==> src/rtl/serial_comparator.sv <==
// Bit-serial magnitude comparator: consumes WIDTH bit pairs MSB first and
// reports A<B / A==B / A>B with a one-cycle done pulse.
module serial_comparator #(
    parameter int WIDTH = 8
) (
    input  logic                         clk,
    input  logic                         rst,
    input  logic                         start,
    input  logic                         in_valid,
    input  logic                         a_bit,
    input  logic                         b_bit,
    output logic                         busy,
    output logic                         done,
    output logic                         smaller,
    output logic                         equal,
    output logic                         greater,
    output logic [$clog2(WIDTH+1)-1:0]   bit_count,
    output logic [1:0]                   fsm_state
);

    localparam int CW = $clog2(WIDTH + 1);

    localparam logic [1:0] IDLE    = 2'b00;
    localparam logic [1:0] COMPARE = 2'b01;
    localparam logic [1:0] DONE    = 2'b10;

    localparam logic [1:0] REL_EQ = 2'b00;
    localparam logic [1:0] REL_LT = 2'b01;
    localparam logic [1:0] REL_GT = 2'b10;

    localparam logic [CW-1:0] LAST = CW'(WIDTH);

    logic [1:0] state;
    logic [1:0] rel;

    // Handshake: a bit pair is consumed on a rising edge in COMPARE when
    // in_valid=1 and fewer than WIDTH pairs have been taken; there is no ready.
    always_ff @(posedge clk) begin
        if (rst) begin
            state     <= IDLE;
            rel       <= REL_EQ;
            bit_count <= '0;
            busy      <= 1'b0;
            done      <= 1'b0;
            smaller   <= 1'b0;
            equal     <= 1'b0;
            greater   <= 1'b0;
        end else begin
            case (state)
                IDLE: begin
                    if (start) begin
                        state     <= COMPARE;
                        rel       <= REL_EQ;
                        bit_count <= '0;
                        busy      <= 1'b1;
                        smaller   <= 1'b0;
                        equal     <= 1'b0;
                        greater   <= 1'b0;
                    end
                end
                COMPARE: begin
                    if (bit_count == LAST) begin
                        state   <= DONE;
                        done    <= 1'b1;
                        smaller <= (rel == REL_LT);
                        equal   <= (rel == REL_EQ);
                        greater <= (rel == REL_GT);
                    end else if (in_valid) begin
                        bit_count <= bit_count + CW'(1);
                        // The first differing bit decides; afterwards the relation is locked.
                        if (rel == REL_EQ && a_bit != b_bit) begin
                            rel <= a_bit ? REL_GT : REL_LT;
                        end
                    end
                end
                DONE: begin
                    state <= IDLE;
                    done  <= 1'b0;
                    busy  <= 1'b0;
                end
                default: begin
                    state <= IDLE;
                    done  <= 1'b0;
                    busy  <= 1'b0;
                end
            endcase
        end
    end

    assign fsm_state = state;

endmodule

==> config.mk <==
export PLATFORM = sky130hd
export DESIGN_NAME = serial_comparator
export DESIGN_NICKNAME = d
export VERILOG_FILES = /design/src/rtl/serial_comparator.sv
export SDC_FILE = /design/constraint.sdc
export NUM_CORES = 1
export LEC_CHECK = 0
export BUFFER_PORTS_ARGS = -buffer_cell sky130_fd_sc_hd__buf_2
export CAP_MARGIN = 20
export CORE_UTILIZATION = 30
export CTS_CLUSTER_DIAMETER = 60
export DETAILED_ROUTE_END_ITERATION = 7
export PLACE_DENSITY = 0.59
export SLEW_MARGIN = 20
export SYNTH_ARGS = -nofsm -noshare
export SYNTH_HDL_FRONTEND = slang
export SYNTH_SLANG_ARGS = --single-unit
==> constraint.sdc <==
create_clock -name clk -period 4.2 [get_ports clk]
set_clock_uncertainty 0.1 [all_clocks]
set_input_delay 1.26 -clock clk [delete_from_list [all_inputs] [get_ports clk]]
set_output_delay 1.26 -clock clk [all_outputs]
set_load 0.03 [all_outputs]
==> flow_metrics.py, run 1 <==
metrics = {
    "layout": {
        "drive_above_1_share": 0.316,
        "fill_cells": 187,
        "multiInputGateArea_um2": 317,
        "final_core_util": 0.403,
        "final_cells": 104,
        "syn_to_final_growth_pct": 20.6,
        "seq_area_um2": 260,
        "antenna_cells": 0,
        "fin_nets": 88,
    },
    "floorplanning": {
        "initial_core_util": 0.334,
        "fp.dieW_um": 47.0,
        "num_rows": 15,
        "dieHeight_um": 47.0,
        "ios": 17,
        "core_area_um2": 1820,
        "die-area_um2": 2210,
    },
    "sta": {
        "worst_pin_slew_ns": 0.440,
        "max_freq_mhz": 410,
        "setup_tns_ns": 0,
        "setup_viol": 0,
        "period_share": 0.580,
        "slew_headroom": 0.704,
        "slew_violations": 0,
        "hold_viol": 0,
        "rsz0062_at_grt": "no",
        "period_minus_slack_ns": 2.44,
        "fin_ws_ns": 1.76,
    },
    "cts": {
        "clock_sinks": 13,
        "clockBufferDepth": 2,
        "path_clk_slew_ns": 0.08,
        "cts-resized-gates": 0,
        "clock_latency_ns": 0.27,
        "root_buffer": "clkbuf_4",
        "cts_buffers": 3,
        "post_cts_buffers": 0,
        "hold_buffers": 0,
        "htree_levels": 1,
        "cts_tree": "done",
    },
    "setup_path": {
        "cp_slowest_stage_delay_ns": 0.54,
        "required_ns": 2.84,
        "worst_r2r_path_depth": 5,
        "cp_max_fo": 10,
        "cp_top_family": "flip-flops",
        "setup.worst_path.end_class": "primary output",
        "path_buf_inv": 1,
        "crit_arrival_ns": 1.08,
        "critical_path.cell_chain": "buf_2",
        "cp-start-kind": "flip-flop",
        "cpMaxStageDelayCell": "dfxtp_1",
        "critical_path_class": "reg2out",
        "cp_num_cells": 1,
    },
    "synthesis": {
        "syn_nets": 69,
        "synth_top_area_share": 0.428,
        "ys.flop_type": "dfxtp_1",
        "yosys.cell_count.top_type": "dfxtp_1",
        "syn_area_per_cell_um2": 9.97,
        "synth_cell_types": 27,
        "synth.area.top_cells": "dfxtp_1 43%, a32o_1 4.9%, nor4b_1 4.3%",
        "synth_edf_count": 0,
        "synth_area_um2": 608,
        "synth_commonest_cells": "13 x dfxtp_1, 5 x a21oi_1, 5 x inv_1, 4 x nand3_1",
        "syn_inst": 61,
        "yosysTopAreaCell": "dfxtp_1",
        "synthArstFlopShare": 0,
        "synth-seq-cells": 13,
        "ys_warn_count": 0,
        "synth_seq_area_share": 0.428,
    },
    "global_route": {
        "antenna_found_initial": 0,
        "grt_use_total": 0.131,
        "grt_pass1_vias": 498,
        "overflow": 0,
        "grt_start_max_net_pins": 12,
        "grt_pass1_wl_um": 2060,
    },
    "routing": {
        "wl_um": 1190,
        "postRouteAntennaNets": 0,
        "drt_iter0_drc": 2,
        "vias": 504,
        "first_pass_iters": 3,
        "wire_per_inst_um": 11.4,
        "routed_via_density": 4.85,
        "drc": 0,
    },
    "power_and_ir_drop": {
        "power_leakage_nw": 0.301,
        "ir_worst_vdd_v": 0.000158,
        "power_density_nw_per_um2": 309,
    },
    "place": {
        "place.detailed.hpwl_um": 908,
        "gp_congestion": 0.783,
        "placed_cells": 100,
        "pre_cts_ws_ns": 1.92,
        "portBuffers": 16,
    },
    "job": {
        "maxCapViolations": 0,
    },
    "worst_hold_path": {
        "hold_depth": 1,
        "hold_path.class": "reg2reg",
    },
    "status": {
        "status": "completed",
    },
}
cell families (layout without fill, tap and decap cells):
family / Yosys count / in the layout / synth area share
compound gates: 14 / 14 / 0.167
buf+inv: 7 / 25 / 0.0514
simple gates: 25 / 25 / 0.313
flops: 13 / 13 / 0.428
fa+ha+maj: 2 / 2 / 0.0411
layout by cell type (no fill, tap or decap):
cell	n
ha_1	2
nor4_1	1
clkbuf_4	3
a2111oi_2	1
nor3b_1	1
o31ai_1	1
and2b_1	1
nand3b_1	1
nor3b_4	1
inv_1	5
nand3b_4	1
and3b_1	2
buf_2	16
or2_2	1
clkbuf_1	1
or3_1	1
nor4b_1	3
a32o_1	3
nor2_1	3
a31o_2	1
a21oi_1	5
dfxtp_1	13
and4b_2	1
nand2b_1	1
o21ai_0	3
nor3_1	2
or4_1	1
nand3_1	4
final timing paths:
check	startpoint	slack, ns	to
setup / recovery	fsm_state[1]$_SDFFE_PP0P_	1.76	fsm_state[1]
hold reg to reg	greater$_SDFFE_PP0P_	0.37	greater$_SDFFE_PP0P_
setup reg to reg	bit_count[0]$_SDFFE_PP0P_	2.45	smaller$_SDFFE_PP0P_
hold / removal	greater$_SDFFE_PP0P_	0.37	greater$_SDFFE_PP0P_
through the flow:
stage	total power [mW]	hold WS (ns)	instance area, µm²
floorplan	0.145	0.378	608
global placement	0.152	0.351	707
detailed placement	0.152	0.360	707
CTS	0.228	0.378	733
global route	0.235	0.407	733
finish	0.227	0.371	733
worst register-to-register path, cell delays in order, from the launching register on:
cell and delay, ns:
dfxtp_1 0.39, inv_1 0.08, ha_1 0.22, and4b_2 0.28, o31ai_1 0.43, a32o_1 0.19
cell type report:
cell class / count / area share
clock buffers: 4 / 0.0358
inverters: 5 / 0.0256
multi-input cells: 41 / 0.432
flip-flops and latches: 13 / 0.355
well taps: 25 / 0.0427
repair buffers: 16 / 0.109
state kept, by name, indices dropped and copies added (netlist names):
signal	cells
bit_count	4
fsm_state	2
rel	2
busy	1
done	1
equal	1
greater	1
smaller	1
metal layers:
metal	global-route usage	wire, µm	share of wire
met3	0.0269	55	0.046
met1	0.174	599	0.51
met4	0.0686	24	0.020
met2	0.200	506	0.43
met5	0	0	0
power breakdown:
group / total [mW] / leakage, nW / internal, mW / switching [mW]
clock network: 0.0776 / 0.0150 / 0.0368 / 0.0408
registers: 0.128 / 0.105 / 0.125 / 0.00238
logic: 0.0215 / 0.180 / 0.00802 / 0.0135
(Power assumes the default switching activity.)
==> run 2: changes to the inputs <==
ABC_AREA = 1   (was unset)
PLACE_DENSITY = 0.6   (was 0.59)
clock period = 1.95 ns   (was 4.2 ns; I/O delays follow)
==> run 2 against run 1 <==
Clock-buffer cell count is the same. Routed wire length grew 2.4%. Global-route usage shrank 1.6 points. Flip-flop and latch count is the same.
==> flow_metrics.py, run 2 <==
metrics = {
    "cts": {
        "clock_sinks": 13,
        "hold_buffers": 0,
        "cts_tree": "done",
        "root_buffer": "clkbuf_4",
        "path_clk_slew_ns": 0.08,
        "post_cts_buffers": 0,
        "clockBufferDepth": 2,
        "clock_latency_ns": 0.27,
        "htree_levels": 1,
        "cts-resized-gates": 0,
        "cts_buffers": 3,
    },
    "synthesis": {
        "yosys.cell_count.top_type": "nand2_1",
        "syn_inst": 85,
        "ys.flop_type": "dfxtp_1",
        "syn_nets": 93,
        "synth_seq_area_share": 0.401,
        "synth_area_um2": 649,
        "synthArstFlopShare": 0,
        "syn_area_per_cell_um2": 7.64,
        "synth-seq-cells": 13,
        "yosysTopAreaCell": "dfxtp_1",
        "synth_commonest_cells": "17 x nand2_1, 13 x dfxtp_1, 12 x nor2_1, 10 x a21oi_1, 7 x inv_1",
        "ys_warn_count": 0,
        "synth_cell_types": 17,
        "synth_edf_count": 0,
        "synth.area.top_cells": "dfxtp_1 40%, nand2_1 9.8%, a21oi_1 7.7%",
        "synth_top_area_share": 0.401,
    },
    "routing": {
        "drc": 0,
        "wire_per_inst_um": 9.20,
        "drt_iter0_drc": 10,
        "routed_via_density": 4.46,
        "first_pass_iters": 4,
        "vias": 589,
        "wl_um": 1210,
        "postRouteAntennaNets": 0,
    },
    "sta": {
        "max_freq_mhz": 633,
        "worst_pin_slew_ns": 0.226,
        "hold_viol": 0,
        "period_share": 0.810,
        "setup_tns_ns": 0,
        "slew_violations": 0,
        "setup_viol": 0,
        "period_minus_slack_ns": 1.58,
        "rsz0062_at_grt": "no",
        "slew_headroom": 0.848,
    },
    "floorplanning": {
        "fp.dieW_um": 48.5,
        "dieHeight_um": 48.5,
        "ios": 17,
        "initial_core_util": 0.324,
        "die-area_um2": 2350,
        "num_rows": 16,
        "core_area_um2": 2000,
    },
    "worst_hold_path": {
        "hold_depth": 2,
        "worstHoldStart": "greater$_SDFFE_PP0P_",
        "hold_path.class": "reg2reg",
        "holdPathEnd": "greater$_SDFFE_PP0P_",
    },
    "setup_path": {
        "critical_path_class": "reg2out",
        "crit_arrival_ns": 0.90,
        "r2r-start": "bit_count[0]$_SDFFE_PP0P_",
        "cpMaxStageDelayCell": "dfxtp_1",
        "required_ns": 1.26,
        "cp_slowest_stage_delay_ns": 0.40,
        "r2r_end": "bit_count[3]$_SDFFE_PP0P_",
        "worst_r2r_path_depth": 8,
        "cp_top_family": "flip-flops",
        "critical_path.cell_chain": "buf_2",
        "r2r_slack_ns": 0.52,
        "setup.worst_path.end_class": "primary output",
        "path_buf_inv": 1,
        "cp_max_fo": 3,
        "cp-start-kind": "flip-flop",
    },
    "layout": {
        "fill_cells": 228,
        "final_cell_mix": "17 x nand2_1, 16 x buf_2, 13 x dfxtp_1",
        "drive_above_1_share": 0.295,
        "design_area_um2": 790,
        "seq_area_um2": 260,
        "final_cells": 132,
        "multiInputGateArea_um2": 348,
        "largest_register_ffs": 4,
        "antenna_cells": 0,
        "largest-register": "bit_count",
        "fin_nets": 114,
        "layout_commonest_cell": "nand2_1",
        "syn_to_final_growth_pct": 21.6,
    },
    "power_and_ir_drop": {
        "power_mw": 0.583,
        "ir_worst_vdd_v": 0.000300,
        "power_leakage_nw": 0.367,
        "power_density_nw_per_um2": 739,
    },
    "job": {
        "maxCapViolations": 0,
    },
    "place": {
        "placed_area_um2": 763,
        "placed_cells": 128,
        "gp_congestion": 0.720,
        "portBuffers": 16,
        "place.detailed.hpwl_um": 958,
    },
    "global_route": {
        "grt_use_total": 0.115,
        "grt_start_max_net_pins": 11,
        "antenna_found_initial": 0,
        "overflow": 0,
        "grt_pass1_wl_um": 2110,
        "grt_pass1_vias": 511,
    },
    "status": {
        "status": "completed",
    },
}
-- run 2: cell types whose count changed after synthesis, moves of 3 or more --
cell / previous run / this run
nor2_4: 0 / 3
o21ai_1: 0 / 3
nor2_1: 3 / 12
o21ai_0: 3 / 0
a21oi_1: 5 / 10
nand2_1: 0 / 17
a32o_1: 3 / 0
inv_2: 0 / 4
nor4b_1: 3 / 0
-- run 2: worst max-delay path by stage --
| stage | to | start | slack, ns | cells after the start |
|---|---|---|---|---|
| 2_1_floorplan | bit_count[3]$_SDFFE_PP0P_ | bit_count[0]$_SDFFE_PP0P_ | 0.39 | 8 |
| 3_3_place_gp | bit_count[3]$_SDFFE_PP0P_ | bit_count[0]$_SDFFE_PP0P_ | 0.54 | 8 |
| 3_5_place_dp | bit_count[3]$_SDFFE_PP0P_ | bit_count[0]$_SDFFE_PP0P_ | 0.53 | 8 |
| 4_1_cts | fsm_state[1] | fsm_state[1]$_SDFFE_PP0P_ | 0.36 | 1 |
| 5_1_grt | fsm_state[1] | fsm_state[1]$_SDFFE_PP0P_ | 0.33 | 1 |
| 6_report | fsm_state[1] | fsm_state[1]$_SDFFE_PP0P_ | 0.37 | 1 |
-- run 2: metrics by stage --
stage          utilization  hold WS [ns]  setup slack (ns)
4_1_cts              0.394         0.369             0.358
5_1_grt              0.394         0.382             0.330
6_report             0.394         0.363             0.370
3_3_place_gp         0.381         0.354             0.544
3_5_place_dp         0.381         0.357             0.532
2_1_floorplan            -         0.389             0.394
-- run 2: layout make-up --
type                    count  share of cell area
multi-input cells          61               0.441
flip-flops and latches     13               0.330
repair buffers             16               0.101
inverters                  11              0.0523
well taps                  27              0.0428
clock buffers               4              0.0333
-- run 2: logic make-up after synthesis --
| group | count (synthesis) | synth area share |
|---|---|---|
| AO/OA/AOI/OAI | 15 | 0.123 |
| buffers and inverters | 11 | 0.0636 |
| adder cells (fa/ha/maj) | 2 | 0.0385 |
| flip-flops | 13 | 0.401 |
| AND/OR/NAND/NOR | 44 | 0.374 |
-- run 2: routing by layer --
metal / global-route usage / part of all wire / wire length (µm)
met3: 0.0472 / 0.061 / 74
met2: 0.183 / 0.45 / 542
met4: 0.0294 / 0.011 / 13
met1: 0.144 / 0.48 / 583
met5: 0 / 0 / 0
-- run 2: where the power goes --
part | switching, mW | leakage, nW | internal (mW) | total (mW)
sequential | 0.0132 | 0.106 | 0.281 | 0.294
clock | 0.0824 | 0.0150 | 0.0792 | 0.162
combinational | 0.0837 | 0.246 | 0.0435 | 0.127
total | 0.179 | 0.367 | 0.404 | 0.583
